--- src/rtl/instr_decode_ctrl_if.sv ---
// ============================================================================
// Module      : instr_decode_ctrl_if
// Description : Decode-stage bundle: instruction/flag inputs, control outputs.
// Revision    : 1.0 - initial release
// ============================================================================
`default_nettype none

interface instr_decode_ctrl_if;
    logic [31:0] instr;
    logic [3:0]  ex_flags;
    logic        rt_zero;
    logic [19:0] cntrl;
    logic [19:0] cntrl_ex;
    logic [3:0]  flags;
    logic        stall;

    modport master (
        output instr, ex_flags, rt_zero,
        input  cntrl, cntrl_ex, flags, stall
    );

    modport slave (
        input  instr, ex_flags, rt_zero,
        output cntrl, cntrl_ex, flags, stall
    );
endinterface

`default_nettype wire

--- src/rtl/instr_decode_ctrl.sv ---
// ============================================================================
// Module      : instr_decode_ctrl
// Description : Decode-stage control word, EX control register, NZCV register
//               and load-use / flag hazard stall. Macro FLAG_FWD_EN forwards
//               EX flags to B.cond instead of stalling.
// Revision    : 1.0 - initial release
// ============================================================================
`default_nettype none

module instr_decode_ctrl (
    input  logic               clk,
    input  logic               reset,
    instr_decode_ctrl_if.slave bus
);

    localparam int c_REG2LOC  = 0;
    localparam int c_ALUSRC   = 1;
    localparam int c_MEMTOREG = 2;
    localparam int c_REGWRITE = 3;
    localparam int c_MEMWRITE = 4;
    localparam int c_UNCONDBR = 8;
    localparam int c_BRTAKEN  = 9;
    localparam int c_SETFLAGS = 10;
    localparam int c_IMMSEL   = 11;
    localparam int c_MEMREAD  = 12;

    localparam logic [2:0] c_ALU_ADD = 3'b010;
    localparam logic [2:0] c_ALU_SUB = 3'b011;
    localparam logic [2:0] c_ALU_AND = 3'b100;
    localparam logic [2:0] c_ALU_XOR = 3'b110;

    localparam logic [10:0] c_OP_ADD   = 11'b10001011000;
    localparam logic [10:0] c_OP_ADDS  = 11'b10101011000;
    localparam logic [10:0] c_OP_AND   = 11'b10001010000;
    localparam logic [10:0] c_OP_EOR   = 11'b11001010000;
    localparam logic [10:0] c_OP_SUBS  = 11'b11101011000;
    localparam logic [10:0] c_OP_ADDI  = 11'b1001000100?;
    localparam logic [10:0] c_OP_LDUR  = 11'b11111000010;
    localparam logic [10:0] c_OP_STUR  = 11'b11111000000;
    localparam logic [10:0] c_OP_B     = 11'b000101?????;
    localparam logic [10:0] c_OP_BCOND = 11'b01010100???;
    localparam logic [10:0] c_OP_CBZ   = 11'b10110100???;

    logic [19:0] r_cntrl_ex;
    logic [3:0]  r_flags;
    logic [4:0]  r_rd_ex;
    logic        r_memread_ex;

    logic [19:0] w_dec;
    logic [19:0] w_cntrl;
    logic        w_uses_rn;
    logic        w_uses_rm;
    logic        w_uses_rt;
    logic        w_is_bcond;
    logic        w_cond_taken;
    logic [3:0]  w_cond_flags;
    logic        w_flag_stall;
    logic        w_load_use;
    logic        w_stall;
    logic        w_unused_bits;

    // Immediate/offset fields are consumed downstream, not by this block.
    assign w_unused_bits = ^bus.instr[15:10];

`ifdef FLAG_FWD_EN
    assign w_cond_flags = r_cntrl_ex[c_SETFLAGS] ? bus.ex_flags : r_flags;
    assign w_flag_stall = 1'b0;
`else
    assign w_cond_flags = r_flags;
    assign w_flag_stall = w_is_bcond & r_cntrl_ex[c_SETFLAGS];
`endif

    // NZCV: [3]=N [2]=Z [1]=C [0]=V
    always_comb begin
        w_cond_taken = 1'b0;
        case (bus.instr[3:0])
            4'b0000: w_cond_taken = w_cond_flags[2];
            4'b0001: w_cond_taken = ~w_cond_flags[2];
            4'b1010: w_cond_taken = (w_cond_flags[3] == w_cond_flags[0]);
            4'b1011: w_cond_taken = (w_cond_flags[3] != w_cond_flags[0]);
            4'b1100: w_cond_taken = ~w_cond_flags[2] & (w_cond_flags[3] == w_cond_flags[0]);
            4'b1101: w_cond_taken = w_cond_flags[2] | (w_cond_flags[3] != w_cond_flags[0]);
            default: w_cond_taken = 1'b0;
        endcase
    end

    always_comb begin
        w_dec      = '0;
        w_uses_rn  = 1'b0;
        w_uses_rm  = 1'b0;
        w_uses_rt  = 1'b0;
        w_is_bcond = 1'b0;
        casez (bus.instr[31:21])
            c_OP_ADD, c_OP_ADDS, c_OP_AND, c_OP_EOR, c_OP_SUBS: begin
                w_uses_rn          = 1'b1;
                w_uses_rm          = 1'b1;
                w_dec[c_REGWRITE]  = 1'b1;
                w_dec[c_SETFLAGS]  = (bus.instr[31:21] == c_OP_ADDS) ||
                                     (bus.instr[31:21] == c_OP_SUBS);
                if (bus.instr[31:21] == c_OP_AND)
                    w_dec[7:5] = c_ALU_AND;
                else if (bus.instr[31:21] == c_OP_EOR)
                    w_dec[7:5] = c_ALU_XOR;
                else if (bus.instr[31:21] == c_OP_SUBS)
                    w_dec[7:5] = c_ALU_SUB;
                else
                    w_dec[7:5] = c_ALU_ADD;
            end
            c_OP_ADDI: begin
                w_uses_rn         = 1'b1;
                w_dec[c_ALUSRC]   = 1'b1;
                w_dec[c_REGWRITE] = 1'b1;
                w_dec[c_IMMSEL]   = 1'b1;
                w_dec[7:5]        = c_ALU_ADD;
            end
            c_OP_LDUR: begin
                w_uses_rn         = 1'b1;
                w_dec[c_ALUSRC]   = 1'b1;
                w_dec[c_MEMTOREG] = 1'b1;
                w_dec[c_REGWRITE] = 1'b1;
                w_dec[c_MEMREAD]  = 1'b1;
                w_dec[7:5]        = c_ALU_ADD;
            end
            c_OP_STUR: begin
                w_uses_rn         = 1'b1;
                w_uses_rt         = 1'b1;
                w_dec[c_REG2LOC]  = 1'b1;
                w_dec[c_ALUSRC]   = 1'b1;
                w_dec[c_MEMWRITE] = 1'b1;
                w_dec[7:5]        = c_ALU_ADD;
            end
            c_OP_B: begin
                w_dec[c_UNCONDBR] = 1'b1;
                w_dec[c_BRTAKEN]  = 1'b1;
            end
            c_OP_BCOND: begin
                w_is_bcond       = 1'b1;
                w_dec[c_BRTAKEN] = w_cond_taken;
            end
            c_OP_CBZ: begin
                w_uses_rt        = 1'b1;
                w_dec[c_REG2LOC] = 1'b1;
                w_dec[c_BRTAKEN] = bus.rt_zero;
            end
            default: ;
        endcase
    end

    // X31 is the zero register, so a load into it never creates a hazard.
    assign w_load_use = r_memread_ex && (r_rd_ex != 5'd31) &&
                        ((w_uses_rn && (bus.instr[9:5]   == r_rd_ex)) ||
                         (w_uses_rm && (bus.instr[20:16] == r_rd_ex)) ||
                         (w_uses_rt && (bus.instr[4:0]   == r_rd_ex)));

    assign w_stall = w_load_use | w_flag_stall;
    assign w_cntrl = w_stall ? '0 : w_dec;

    always_ff @(posedge clk) begin
        if (reset) begin
            r_cntrl_ex   <= '0;
            r_flags      <= '0;
            r_rd_ex      <= 5'd31;
            r_memread_ex <= 1'b0;
        end else begin
            r_cntrl_ex <= w_cntrl;
            if (r_cntrl_ex[c_SETFLAGS])
                r_flags <= bus.ex_flags;
            // Clearing the EX tracking on a bubble bounds every stall to one cycle.
            if (w_stall) begin
                r_rd_ex      <= 5'd0;
                r_memread_ex <= 1'b0;
            end else begin
                r_rd_ex      <= bus.instr[4:0];
                r_memread_ex <= w_cntrl[c_MEMREAD];
            end
        end
    end

    assign bus.cntrl    = w_cntrl;
    assign bus.cntrl_ex = r_cntrl_ex;
    assign bus.flags    = r_flags;
    assign bus.stall    = w_stall;

endmodule

`default_nettype wire

--- src/flat_wrapper.sv ---
// flat-port wrapper written by rule: the top's interface ports become plain ports
module instr_decode_ctrl_flat 
  (clk, reset, bus_instr, bus_ex_flags, bus_rt_zero, bus_cntrl, bus_cntrl_ex, bus_flags, bus_stall);
  instr_decode_ctrl_if bus_i ();
  input  logic clk;
  input  logic reset;
  input wire logic [$bits(bus_i.instr)-1:0] bus_instr;
  input wire logic [$bits(bus_i.ex_flags)-1:0] bus_ex_flags;
  input wire logic [$bits(bus_i.rt_zero)-1:0] bus_rt_zero;
  output wire logic [$bits(bus_i.cntrl)-1:0] bus_cntrl;
  output wire logic [$bits(bus_i.cntrl_ex)-1:0] bus_cntrl_ex;
  output wire logic [$bits(bus_i.flags)-1:0] bus_flags;
  output wire logic [$bits(bus_i.stall)-1:0] bus_stall;
  assign bus_i.instr = bus_instr;
  assign bus_i.ex_flags = bus_ex_flags;
  assign bus_i.rt_zero = bus_rt_zero;
  assign bus_cntrl = bus_i.cntrl;
  assign bus_cntrl_ex = bus_i.cntrl_ex;
  assign bus_flags = bus_i.flags;
  assign bus_stall = bus_i.stall;
  instr_decode_ctrl u_core (.clk(clk), .reset(reset), .bus(bus_i));
endmodule
--- config.mk ---
export PLATFORM = sky130hd
export DESIGN_NAME = instr_decode_ctrl_flat
export DESIGN_NICKNAME = d
export VERILOG_FILES = /design/src/rtl/instr_decode_ctrl_if.sv /design/src/rtl/instr_decode_ctrl.sv /design/src/flat_wrapper.sv
export SDC_FILE = /design/constraint.sdc
export NUM_CORES = 1
export LEC_CHECK = 0
export BUFFER_PORTS_ARGS = -buffer_cell sky130_fd_sc_hd__buf_4
export CAP_MARGIN = 20
export CORE_MARGIN = 3
export CORE_UTILIZATION = 47
export CTS_CLUSTER_SIZE = 12
export DETAILED_ROUTE_END_ITERATION = 6
export PLACE_DENSITY_LB_ADDON = 0.25
export SLEW_MARGIN = 25
export SYNTH_ARGS = -nofsm -noshare
export SYNTH_HDL_FRONTEND = slang
export SYNTH_SLANG_ARGS = --single-unit
--- constraint.sdc ---
create_clock -name clk -period 4 [get_ports clk]
set_input_delay 0.2 -clock clk [delete_from_list [all_inputs] [get_ports clk]]
set_output_delay 0.2 -clock clk [all_outputs]
set_load 0.05 [all_outputs]
==> metrics.yaml <==
mostFrequentLayoutCells: "buf_4 (64), nor3_1 (24), dfxtp_1 (22), nor2_1 (14), conb_1 (14)"
initial_core_util_pct: 51.2
drtPass1Iterations: 4
criticalPathCategory: "input port to output pin"
setup_tns_ns: 0
synth_async_sr_flop_share_pct: 0
hold_viol: 0
num_vias: 1415
grt-ovfl-total: 0
post-route-period-util_pct: 63.4
max_freq_mhz: 394
clkSlewWorstSetupHoldPaths_ns: 0.12
yosysUniqueCellTypes: 46
fin_ws_ns: 1.46
dp_slack_ns: 1.48
fin_hold_ws_ns: 0.0997
cts_tree: "yes"
hpwl_um: 2850
final_common_cell: "buf_4"
n_antenna_cell: 0
crit_required_ns: 3.80
drive_above_1_share_pct: 34.2
post_cts_buffers: 0
power_density_nw_per_um2: 236
hold_buffers: 0
grt_pass1_wl_um: 5660
p_leak_nw: 0.862
cts_buffer_depth: 2
power.total_mw: 0.453
drtIter0Drc: 77
yosys_warnings: 0
grt_pass1_vias: 1342
io_buffers: 63
wl_um: 3500
ir_drop_mv: 0.154
cts_root_buf: "clkbuf_4"
clkSinkCount: 22
boundaryPins: 84
setup_violations: 0
placed_cells: 275
syn_to_final_growth_pct: 30.2
grt_max_degree: 22
route.detailed.drc: 0
arrival_ns: 2.34
synth_area_um2: 1470
hp-class: "input port to flip-flop"
fin_cells: 279
avgSynthCellArea_um2: 8.10
grt_usage_pct: 19.1
post-route-cell-area_um2: 1920
utilization_pct: 66.7
cap_violations: 0
relSlewSlack_pct: 35.0
place_area_um2: 1880
ys_seq_area_share_pct: 29.9
tightestPinTransition_ns: 0.971
die_h_um: 62
crit_fanout: 21
worstSetupEndpointType: "output pin"
die_w_um: 62
finalClockSkew_ns: 0.00323
htreeDepth: 1
core-area_um2: 2880
dieArea_um2: 3840
cts_resized: 0
place.gp.congestion: 0.851
fp-row-count: 19
start_kind: "input port"
rsz0062_at_grt: "false"
fin_nets: 277
run_status: "completed"
synth_edf_count: 0
clk_latency_ns: 0.30
numCtsBuffers: 3
maxSlewViolCount: 0
period_needed_ns: 2.54
wl_per_cell_um: 12.5
netlist_instances: 182
vias_per_cell: 5.07
antenna_found_initial: 0
synth-main-ff-cell: "dfxtp_1"
ys_ff_latch: 22
ant_nets: 0
-- flip-flops by register name, summed over array words and instances, names as in the netlist --
register / cells
u_core.bus.flags: 4
u_core.r_rd_ex: 5
u_core.r_memread_ex: 1
u_core.bus.cntrl_ex: 12
-- path summary, 6_finish.rpt --
check / start / end / slack [ns] / depth (start not counted)
setup / recovery: bus_instr[22] / bus_cntrl[12] / 1.46 / 9
hold / removal: reset / u_core.bus.flags[0] / 0.1 / 2
setup reg to reg: u_core.bus.cntrl_ex[10] / u_core.bus.cntrl_ex[10] / 2.02 / 4
hold reg to reg: u_core.bus.flags[1] / u_core.bus.flags[1] / 0.52 / 2
-- critical path, stage by stage --
cell and delay, ns:
buf_4 0.13, nor4b_2 0.44, nand4bb_1 0.25, a211oi_1 0.36
o21ai_0 0.17, a31oi_2 0.18, buf_4 0.26, nor3_1 0.10
buf_4 0.25
-- cell usage after synthesis (2+ instances only) --
cell | number | area [um2]
buf_4 | 18 | 135
a211oi_1 | 2 | 15.0
xnor2_1 | 10 | 87.6
inv_1 | 9 | 33.8
nor4_1 | 3 | 18.8
o21ai_0 | 2 | 10.0
xor2_1 | 6 | 52.6
mux2i_1 | 4 | 40.0
nor3_1 | 24 | 120
or2_2 | 3 | 18.8
a21oi_1 | 3 | 15.0
nand2_1 | 9 | 33.8
nand3_1 | 5 | 25.0
o31ai_1 | 5 | 37.5
clkbuf_1 | 7 | 26.3
nand4_1 | 3 | 18.8
nor2_1 | 14 | 52.6
dfxtp_1 | 22 | 440
o22ai_1 | 2 | 12.5
nor2b_1 | 4 | 25.0
nor3b_1 | 2 | 15.0
-- cell type report --
type / count / area (um2)
Timing Repair Buffer: 64 / 480
Multi-Input combinational cell: 138 / 876
Fill cell: 258 / 957
Tap cell: 42 / 52.6
Sequential cell: 22 / 440
Inverter: 9 / 33.8
Clock buffer: 4 / 36.3
-- logic make-up after synthesis --
| logic type | count (synthesis) | share of synthesized area (%) |
|---|---|---|
| simple gates | 80 | 30.7 |
| mux | 4 | 2.72 |
| other cells | 1 | 0.254 |
| xor+xnor | 16 | 9.51 |
| buf+inv | 35 | 14.0 |
| flops | 22 | 29.9 |
| compound gates | 24 | 12.9 |
-- routing by layer --
metal	vias up	GRT usage, %	wire length [um]
li1	724	-	-
met5	-	0	0
met3	0	3.31	252
met1	635	24.3	1480
met2	56	32.8	1770
met4	0	5.45	0
-- where the power goes --
| part | switching [mW] | leakage, nW | internal [mW] | total [mW] |
|---|---|---|---|---|
| clock | 0.0662 | 0.0210 | 0.0555 | 0.122 |
| sequential | 0.00447 | 0.179 | 0.222 | 0.227 |
| combinational | 0.0644 | 0.663 | 0.0407 | 0.105 |
(Power assumes the default switching activity.)
